[config.mk]
export PLATFORM = sky130hd
export DESIGN_NAME = mult_issue_queue
export DESIGN_NICKNAME = d
export VERILOG_FILES = /design/src/rtl/mult_issue_queue.sv
export SDC_FILE = /design/constraint.sdc
export NUM_CORES = 1
export LEC_CHECK = 0
export CORE_AREA = 2 2 211 213
export DETAILED_ROUTE_END_ITERATION = 10
export DIE_AREA = 0 0 213 215
export PLACE_DENSITY = 0.79
export SLEW_MARGIN = 20
export SYNTH_ARGS = -nofsm -noshare
export SYNTH_HDL_FRONTEND = slang
export SYNTH_SLANG_ARGS = --single-unit
[constraint.sdc]
create_clock -name clk -period 31.8 [get_ports clk]
set_input_delay 4.77 -clock clk [delete_from_list [all_inputs] [get_ports clk]]
set_output_delay 4.77 -clock clk [all_outputs]
set_load 0.01 [all_outputs]
[src/rtl/mult_issue_queue.sv]
// mult_issue_queue: collapsing multiply issue queue (entry 0 oldest), CDB snoop, grant-to-issue latency 1 cycle.
// Dispatch silently dropped while queue_full (upstream stalls); MULT_IQ_BYPASS_EN makes CDB wakeups issuable same cycle.

package mult_iq_pkg;
  localparam int CDB_TAG_W  = 6;
  localparam int CDB_DATA_W = 32;

  typedef struct packed {
    logic                  cdb_valid;
    logic [CDB_TAG_W-1:0]  cdb_tag;
    logic [CDB_DATA_W-1:0] cdb_data;
    logic                  cdb_branch;
    logic                  cdb_branch_taken;
  } cdb_bus;

  typedef struct packed {
    logic                  issueblk_done;
    logic [CDB_DATA_W-1:0] issueque_rs_data;
    logic [CDB_DATA_W-1:0] issueque_rt_data;
    logic [CDB_TAG_W-1:0]  issueque_rd_tag;
  } int_data_exec_unit;
endpackage

module mult_issue_queue
  import mult_iq_pkg::*;
#(
  parameter int DEPTH  = 4,
  parameter int TAG_W  = CDB_TAG_W,
  parameter int DATA_W = CDB_DATA_W
) (
  input  logic                       clk,
  input  logic                       rst,
  input  logic                       dispatch_en,
  input  logic [DATA_W-1:0]          dispatch_rs_data,
  input  logic [TAG_W-1:0]           dispatch_rs_tag,
  input  logic                       dispatch_rs_valid,
  input  logic [DATA_W-1:0]          dispatch_rt_data,
  input  logic [TAG_W-1:0]           dispatch_rt_tag,
  input  logic                       dispatch_rt_valid,
  input  logic [TAG_W-1:0]           dispatch_rd_tag,
  input  cdb_bus                     cdb_mult_snoop,
  input  logic                       flush,
  input  logic                       issue_grant,
  output logic                       mult_req,
  output logic                       queue_full,
  output logic [$clog2(DEPTH+1)-1:0] queue_count,
  output int_data_exec_unit          mult_data_exec_unit
);

  localparam int CW = $clog2(DEPTH+1);
  localparam int IW = $clog2(DEPTH);

  typedef struct packed {
    logic              vld;
    logic              rs_rdy;
    logic [TAG_W-1:0]  rs_tag;
    logic [DATA_W-1:0] rs_data;
    logic              rt_rdy;
    logic [TAG_W-1:0]  rt_tag;
    logic [DATA_W-1:0] rt_data;
    logic [TAG_W-1:0]  rd_tag;
  } entry_t;

  entry_t            r_q [DEPTH];
  logic [CW-1:0]     r_count;
  logic              r_full;
  int_data_exec_unit r_issue;

  entry_t            w_woken [DEPTH];
  entry_t            w_next  [DEPTH];
  entry_t            w_new;
  logic [DEPTH-1:0]  w_rs_wake;
  logic [DEPTH-1:0]  w_rt_wake;
  logic [DEPTH-1:0]  w_rdy;
  logic [IW-1:0]     w_sel;
  logic              w_issue;
  logic              w_disp_acc;
  logic              w_disp_rs_hit;
  logic              w_disp_rt_hit;
  logic [CW-1:0]     w_wr_idx;
  logic [CW-1:0]     w_count_nxt;
  int_data_exec_unit w_word;

  logic              w_cdb_vld;
  logic [TAG_W-1:0]  w_cdb_tag;
  logic [DATA_W-1:0] w_cdb_data;
  logic              w_unused_cdb;

  assign w_cdb_vld    = cdb_mult_snoop.cdb_valid;
  assign w_cdb_tag    = cdb_mult_snoop.cdb_tag;
  assign w_cdb_data   = cdb_mult_snoop.cdb_data;
  assign w_unused_cdb = cdb_mult_snoop.cdb_branch ^ cdb_mult_snoop.cdb_branch_taken;

  // Stored entries with this cycle's CDB broadcast already captured.
  always_comb begin
    for (int i = 0; i < DEPTH; i++) begin
      w_woken[i]   = r_q[i];
      w_rs_wake[i] = w_cdb_vld && r_q[i].vld && !r_q[i].rs_rdy && (r_q[i].rs_tag == w_cdb_tag);
      w_rt_wake[i] = w_cdb_vld && r_q[i].vld && !r_q[i].rt_rdy && (r_q[i].rt_tag == w_cdb_tag);
      if (w_rs_wake[i]) begin
        w_woken[i].rs_rdy  = 1'b1;
        w_woken[i].rs_data = w_cdb_data;
      end
      if (w_rt_wake[i]) begin
        w_woken[i].rt_rdy  = 1'b1;
        w_woken[i].rt_data = w_cdb_data;
      end
    end
  end

  always_comb begin
    w_rdy = '0;
    for (int i = 0; i < DEPTH; i++) begin
`ifdef MULT_IQ_BYPASS_EN
      w_rdy[i] = w_woken[i].vld && w_woken[i].rs_rdy && w_woken[i].rt_rdy;
`else
      w_rdy[i] = r_q[i].vld && r_q[i].rs_rdy && r_q[i].rt_rdy;
`endif
    end
  end

  assign mult_req = |w_rdy;
  assign w_issue  = issue_grant && mult_req;

  always_comb begin
    w_sel = '0;
    for (int i = DEPTH - 1; i >= 0; i--) begin
      if (w_rdy[i]) w_sel = IW'(i);
    end
  end

  assign w_disp_acc    = dispatch_en && !r_full;
  assign w_disp_rs_hit = !dispatch_rs_valid && w_cdb_vld && (dispatch_rs_tag == w_cdb_tag);
  assign w_disp_rt_hit = !dispatch_rt_valid && w_cdb_vld && (dispatch_rt_tag == w_cdb_tag);
  assign w_wr_idx      = r_count - CW'(w_issue);
  assign w_count_nxt   = r_count + CW'(w_disp_acc) - CW'(w_issue);

  always_comb begin
    w_new         = '0;
    w_new.vld     = 1'b1;
    w_new.rs_tag  = dispatch_rs_tag;
    w_new.rt_tag  = dispatch_rt_tag;
    w_new.rd_tag  = dispatch_rd_tag;
    w_new.rs_rdy  = dispatch_rs_valid | w_disp_rs_hit;
    w_new.rt_rdy  = dispatch_rt_valid | w_disp_rt_hit;
    w_new.rs_data = w_disp_rs_hit ? w_cdb_data : dispatch_rs_data;
    w_new.rt_data = w_disp_rt_hit ? w_cdb_data : dispatch_rt_data;
  end

  // Collapse over the issued slot, then append the dispatch at the compacted tail.
  always_comb begin
    for (int i = 0; i < DEPTH; i++) begin
      w_next[i] = w_woken[i];
    end
    if (w_issue) begin
      for (int i = 0; i < DEPTH - 1; i++) begin
        if (IW'(i) >= w_sel) w_next[i] = w_woken[i+1];
      end
      w_next[DEPTH-1] = '0;
    end
    if (w_disp_acc) begin
      for (int i = 0; i < DEPTH; i++) begin
        if (CW'(i) == w_wr_idx) w_next[i] = w_new;
      end
    end
  end

  always_comb begin
    w_word = '0;
    if (w_issue) begin
      w_word.issueblk_done    = 1'b1;
      w_word.issueque_rs_data = w_woken[w_sel].rs_data;
      w_word.issueque_rt_data = w_woken[w_sel].rt_data;
      w_word.issueque_rd_tag  = w_woken[w_sel].rd_tag;
    end
  end

  always_ff @(posedge clk) begin
    if (rst) begin
      for (int i = 0; i < DEPTH; i++) begin
        r_q[i] <= '0;
      end
      r_count <= '0;
      r_full  <= 1'b0;
      r_issue <= '0;
    end else if (flush) begin
      for (int i = 0; i < DEPTH; i++) begin
        r_q[i].vld <= 1'b0;
      end
      r_count <= '0;
      r_full  <= 1'b0;
      r_issue <= '0;
    end else begin
      for (int i = 0; i < DEPTH; i++) begin
        r_q[i] <= w_next[i];
      end
      r_count <= w_count_nxt;
      r_full  <= (w_count_nxt == CW'(DEPTH));
      r_issue <= w_word;
    end
  end

  assign queue_full          = r_full;
  assign queue_count         = r_count;
  assign mult_data_exec_unit = r_issue;

endmodule

==> results of run 1 <==
[routing by layer]
metal,vias up,part of all wire
met5,-,0.00041
met4,6,0.055
met3,367,0.15
met2,2182,0.45
met1,10800,0.34
li1,9674,-
[cells in the mapped netlist (all sizes together) (3+ instances only)]
library cell	instances
xor2	35
clkbuf	167
ha	4
inv	6
o311ai	63
nor3b	3
o221ai	88
a211oi	12
and2	5
mux2i	203
dfxtp	76
edfxtp	339
o21ai	98
a31oi	7
buf	109
or3	99
o32ai	3
a21oi	103
nor4	6
nand2	290
nor2b	9
a311oi	54
nand2b	10
or2	5
a221oi	8
nor2	246
nand3	50
and3	44
nand3b	3
o22ai	152
xnor2	28
nor3	19
mux2	8
nand4	11
o22a	129
[sequential cells by signal (all words and copies together), names as in the netlist]
name	count
r_q	340
mult_data_exec_unit	71
queue_count	3
queue_full	1
[kinds of logic (layout without fill, tap and decap cells)]
group | after synthesis | count (layout) | share of synthesized area
buf+inv | 283 | 341 | 0.0542
fa+ha+maj | 5 | 5 | 0.00281
simple gates | 805 | 805 | 0.148
compound gates | 725 | 725 | 0.218
other cells | 1 | 3 | 0.000151
xor+xnor | 63 | 63 | 0.0222
mux | 211 | 211 | 0.0852
flops | 415 | 415 | 0.470
[worst max path at each step]
stage	start	end	slack (ns)	depth (start not counted)
2_1_floorplan	rst	r_q[0][0]	17.98	2
3_3_place_gp	rst	r_q[2][67]	22.40	6
3_5_place_dp	rst	r_q[0][67]	22.33	6
4_1_cts	rst	r_q[2][59]	22.92	6
5_1_grt	rst	r_q[3][61]	22.65	6
6_report	rst	r_q[2][59]	22.78	6
[final cells by class]
type | instances | area (um2) | area share
inverters | 7 | 26.3 | 0.000926
repair buffers | 249 | 2380 | 0.0838
clock inverters | 21 | 253 | 0.00891
multi-input cells | 1812 | 12000 | 0.423
well taps | 592 | 741 | 0.0261
clock buffers | 64 | 1270 | 0.0448
flip-flops and latches | 415 | 11700 | 0.412
[worst max-delay path, delay by kind of cell]
family	cells	cell delay [ns]
buf+inv	5	3.68
simple gates	1	0.55
[report_power, final]
part | leakage (nW) | switching [mW] | internal [mW] | total (mW)
combinational | 5.59 | 0.111 | 0.0660 | 0.177
sequential | 4.35 | 0.0287 | 0.636 | 0.665
clock | 0.741 | 0.230 | 0.327 | 0.557
[metrics by stage]
stage               utilization  worst slack (ns)  hold WS (ns)  std cells
floorplan                     -             17.98         0.523       2510
finish                    0.650             22.78         0.577       3160
global route              0.650             22.65         0.598       3160
CTS                       0.650             22.92         0.571       3160
global placement          0.615             22.40         0.559       3075
detailed placement        0.615             22.33         0.557       3075
==> results.sh, run 1 <==
export IMPL_core_area_mm2=0.0436
export IMPL_ys_seq_elements=415
export IMPL_netlist_area_mm2=0.0249
export IMPL_hold_end="mult_data_exec_unit[44]"
export IMPL_total_power_mw=1.40
export IMPL_die_area_mm2=0.0458
export IMPL_crit_chain="clkdlybuf4s50_1 -> buf_4 -> nand2b_4 -> buf_4 -> buf_4 -> buf_4"
export IMPL_finalHoldViolations=0
export IMPL_hp_class="reg -> reg"
export IMPL_timing_slew_headroom=0.173
export IMPL_r2r_end="r_q[2][11]"
export IMPL_postLayoutCellArea_mm2=0.0284
export IMPL_nFillCells=3352
export IMPL_groute_layer_met2_usage=0.573
export IMPL_clock_insertion_delay_worst_skew_ns=0.60
export IMPL_cpMostUsedCell="sky130_fd_sc_hd__buf_4"
export IMPL_first_global_vias=22900
export IMPL_rsz_0062_raised_after_global_routing="false"
export IMPL_timing_clock_skew_ns=0.0177
export IMPL_netlist_area_leader_share=0.409
export IMPL_r2r_cells=14
export IMPL_status="complete, no violations"
export IMPL_synth_flop_cell="sky130_fd_sc_hd__edfxtp_1"
export IMPL_layout_cells_most_common_list="sky130_fd_sc_hd__edfxtp_1 (339), sky130_fd_sc_hd__nand2_1 (287), sky130_fd_sc_hd__nor2_1 (245)"
export IMPL_cts_setup_buffers=0
export IMPL_grt_use_met1=0.486
export IMPL_clock_sinks=415
export IMPL_use_met3=0.0833
export IMPL_cts_htree_levels=2
export IMPL_tritoncts="yes"
export IMPL_hold_path_startpoint="r_q[0][51]"
export IMPL_routed_wl_um=87300
export IMPL_min_delay_path_depth=2
export IMPL_cts_clk_slew_worst_paths_ns=0.06
export IMPL_overflow=0
export IMPL_max_slew_worst_pin_slew_ns=1.24
export IMPL_slowest_stage="sky130_fd_sc_hd__buf_4"
export IMPL_worstPathArrival_ns=9.22
export IMPL_top_level_ports=206
export IMPL_grt_most_used_layer="met2"
export IMPL_synth_cell_type_count=67
export IMPL_cts_repair_resized=0
export IMPL_critPathMaxStageDelay_ns=0.99
export IMPL_first_pass_iters=7
export IMPL_root_buffer="sky130_fd_sc_hd__clkbuf_16"
export IMPL_start_kind="input port"
export IMPL_timing_critical_path_to_type="flop"
export IMPL_postSynthCellCount=2508
export IMPL_slew_viol_final=0
export IMPL_timing_final_crit_share=0.284
export IMPL_wire_length_of_the_first_global_routing_pass_um=132000
export IMPL_startpoint_of_the_most_critical_register_to_register_path="r_q[0][84]"
export IMPL_num_nets_final=2666
export IMPL_antennaDiodeCount=0
export IMPL_max_cap_viol_count=0
export IMPL_tritoncts_num_buffers=46
export IMPL_route_vias_total=23100
export IMPL_crit_fanout=80
export IMPL_place_gp_congestion=0.871
export IMPL_placementRows=77
export IMPL_detail_route_wl_per_cell_um=27.6
export IMPL_postCtsHoldBufs=0
export IMPL_remaining_drc_errors=0
export IMPL_totalNegativeSetupSlack_ns=0
export IMPL_ant_nets=0
export IMPL_async_reset_ff_frac=0
export IMPL_die_h_um=215
export IMPL_final_min_clock_period_ns=9.02
export IMPL_layout_cells_most_common="sky130_fd_sc_hd__edfxtp_1"
export IMPL_fraction_of_the_yosys_area_taken_by_sequential_cells=0.470
export IMPL_worstPathRequired_ns=32.00
export IMPL_grt_antenna_before_repair=3
export IMPL_grt_usage=0.372
export IMPL_ir_worst_vdd_mv=0.0335
export IMPL_maxClockFrequency_mhz=111
export IMPL_static_leakage_power_nw=10.7
export IMPL_hpwl_um=46900
export IMPL_first_iter_violations=4030
export IMPL_area_delta_synth_final_pct=13.9
export IMPL_initial_core_util=0.571
export IMPL_via_density=7.30
export IMPL_detailed_place_area_mm2=0.0269
export IMPL_finalSetupViolCount=0
export IMPL_die_w_um=213
export IMPL_power_density_cell_area_mw_per_mm2=49.3
export IMPL_yosys_warnings=0
export IMPL_syn_area_per_cell_um2=9.93
export IMPL_pin_count_of_the_biggest_net_entering_global_routing=82
export IMPL_critPathKind="in -> reg"
export IMPL_cts_path_max_buffers=3
export IMPL_post_synth_main_area_contributors="sky130_fd_sc_hd__edfxtp_1 (41%), sky130_fd_sc_hd__mux2i_1 (8.2%), sky130_fd_sc_hd__dfxtp_1 (6.1%)"
export IMPL_synth_edff_count=339
export IMPL_yosys_area_top_type="sky130_fd_sc_hd__edfxtp_1"
export IMPL_buffer_ports_inserted=203
export IMPL_r2r_slack_ns=26.76
export IMPL_post_route_cells_drive_above_1_share=0.0724
(Power assumes the default switching activity.)
==> inputs of run 2 (changes only) <==
==> constraint.sdc (replaced) <==
create_clock -name clk -period 9.3 [get_ports clk]
set_input_delay 1.395 -clock clk [delete_from_list [all_inputs] [get_ports clk]]
set_output_delay 1.395 -clock clk [all_outputs]
set_load 0.01 [all_outputs]
==> run 2 against run 1 <==
Net effect: routed wire length down 1.0%; clock skew down 0.0021 ns; worst hold slack better by 0.0052 ns; non-clock buffer count unchanged; utilization down 0.13 points; via count down 0.36%; combinational power rose to 3.4 times the previous value; design area down 0.20%; power rose to 3.3 times the previous value.
==> results.sh, run 2 (synthesized netlist as in run 1, its figures left out) <==
export IMPL_grt_antenna_before_repair=0
export IMPL_critPathMaxStageDelay_ns=0.80
export IMPL_slew_viol_final=0
export IMPL_grt_usage=0.369
export IMPL_tritoncts_num_buffers=46
export IMPL_die_area_mm2=0.0458
export IMPL_place_gp_congestion=0.879
export IMPL_post_place_cells=3075
export IMPL_area_delta_synth_final_pct=13.7
export IMPL_cts_clk_slew_worst_paths_ns=0.06
export IMPL_postCtsHoldBufs=0
export IMPL_remaining_drc_errors=0
export IMPL_totalNegativeSetupSlack_ns=0
export IMPL_overflow=0
export IMPL_top_level_ports=206
export IMPL_worstPathRequired_ns=9.73
export IMPL_startpoint_of_the_most_critical_register_to_register_path="r_q[1][84]"
export IMPL_power_density_cell_area_mw_per_mm2=165
export IMPL_timing_slew_headroom=0.238
export IMPL_cts_setup_buffers=0
export IMPL_start_kind="input port"
export IMPL_route_vias_total=23000
export IMPL_max_cap_viol_count=0
export IMPL_clock_insertion_delay_worst_skew_ns=0.60
export IMPL_layout_cells_most_common="sky130_fd_sc_hd__edfxtp_1"
export IMPL_pin_count_of_the_biggest_net_entering_global_routing=110
export IMPL_layout_cells_most_common_list="sky130_fd_sc_hd__edfxtp_1 (339), sky130_fd_sc_hd__nand2_1 (286), sky130_fd_sc_hd__nor2_1 (245)"
export IMPL_registers_top_by_ff_count="r_q"
export IMPL_detailed_place_area_mm2=0.0269
export IMPL_cp_startpoint="issue_grant"
export IMPL_die_w_um=213
export IMPL_routed_wl_um=86400
export IMPL_via_density=7.27
export IMPL_r2r_cells=12
export IMPL_wire_length_of_the_first_global_routing_pass_um=130000
export IMPL_hold_slack_ns=0.582
export IMPL_slowest_stage="sky130_fd_sc_hd__nor2b_4"
export IMPL_root_buffer="sky130_fd_sc_hd__clkbuf_16"
export IMPL_r2r_slack_ns=4.60
export IMPL_post_layout_nonfiller_instances=3161
export IMPL_crit_chain="clkdlybuf4s50_1 -> buf_4 -> nand2_1 -> inv_1 -> ha_1 -> ha_1 -> xor2_1 -> nor2_1 -> nand3b_1 -> buf_4 -> nor2b_4 -> buf_4 -> o311ai_0 -> o22ai_1"
export IMPL_nFillCells=3352
export IMPL_timing_clock_skew_ns=0.0156
export IMPL_static_leakage_power_nw=10.7
export IMPL_timing_critical_path_to="r_q[1][53]"
export IMPL_postLayoutCellArea_mm2=0.0283
export IMPL_cts_path_max_buffers=3
export IMPL_hpwl_um=47300
export IMPL_detail_route_wl_per_cell_um=27.3
export IMPL_initial_core_util=0.571
export IMPL_timing_critical_path_buf_inv=5
export IMPL_first_iter_violations=3824
export IMPL_postLayoutSetupSlackWorst_ns=4.27
export IMPL_critPathTopFamily="buffers and inverters"
export IMPL_finalHoldViolations=0
export IMPL_ant_nets=0
export IMPL_first_global_vias=22400
export IMPL_cts_repair_resized=0
export IMPL_rsz_0062_raised_after_global_routing="false"
export IMPL_finalSetupViolCount=0
export IMPL_clock_sinks=415
export IMPL_ir_worst_vdd_mv=0.144
export IMPL_final_min_clock_period_ns=5.03
export IMPL_buffer_ports_inserted=203
export IMPL_post_route_cells_drive_above_1_share=0.0724
export IMPL_worstPathArrival_ns=5.46
export IMPL_timing_critical_path_to_type="flop"
export IMPL_num_nets_final=2666
export IMPL_pre_cts_ws_ns=3.81
export IMPL_critical_path_cell_count=14
export IMPL_cpMostUsedCell="sky130_fd_sc_hd__buf_4"
export IMPL_max_slew_worst_pin_slew_ns=1.14
export IMPL_status="complete, no violations"
export IMPL_tritoncts="yes"
export IMPL_placementRows=77
export IMPL_hp_class="reg -> reg"
export IMPL_timing_final_crit_share=0.541
export IMPL_core_area_mm2=0.0436
export IMPL_cts_htree_levels=2
export IMPL_crit_fanout=40
export IMPL_largest_register_ffs=340
export IMPL_first_pass_iters=7
export IMPL_critPathKind="in -> reg"
export IMPL_r2r_end="r_q[2][22]"
export IMPL_maxClockFrequency_mhz=199
export IMPL_die_h_um=215
## run 2: changes by cell type in the layout (fill, tap and decap cells not counted), sizes merged
cell,before,now
diode,0,1
bufinv,6,1
clkinv,14,9
clkinvlp,1,0
clkbuf,64,75
## run 2: final cells by class
type                    count  area, um2  area share
repair buffers            249       2390      0.0844
multi-input cells        1812      12000       0.424
clock buffers              75       1370      0.0484
diodes                      1       2.50   0.0000884
clock inverters            10       73.8     0.00261
inverters                   7       26.3    0.000928
well taps                 592        741      0.0262
flip-flops and latches    415      11700       0.413
## run 2: layer usage
layer,track usage,up-vias,wire length [um]
met1,0.480,10900,30600
met3,0.0959,372,12300
met4,0.211,0,4940
li1,-,9666,-
met2,0.557,2049,38500
met5,0,-,0
## run 2: how the worst min path moves through the flow
| stage | startpoint | end | cells after the start |
|---|---|---|---|
| 6_report | r_q[0][69] | mult_data_exec_unit[62] | 2 |
| 5_1_grt | r_q[0][59] | mult_data_exec_unit[52] | 2 |
| 4_1_cts | r_q[0][48] | mult_data_exec_unit[41] | 2 |
| 3_5_place_dp | r_q[1][47] | mult_data_exec_unit[40] | 2 |
| 3_3_place_gp | r_q[0][51] | mult_data_exec_unit[44] | 2 |
| 2_1_floorplan | r_q[1][73] | mult_data_exec_unit[66] | 2 |
## run 2: per-stage QoR
stage,power (mW),utilization
after floorplan,2.68,-
after global placement,2.86,0.616
after detailed placement,2.89,0.616
after CTS,4.66,0.649
after global routing,4.81,0.649
final,4.68,0.649
## run 2: power by group
| part | internal [mW] | total [mW] | switching [mW] |
|---|---|---|---|
| sequential | 2.18 | 2.27 | 0.0973 |
| combinational | 0.226 | 0.607 | 0.381 |
| clock | 1.03 | 1.80 | 0.770 |
| total | 3.43 | 4.68 | 1.25 |
## run 2: tightest hold or removal path: cells and delay by family (launching register included)
kind	cells	cell delay, ns
flops	1	0.36
compound gates	2	0.18
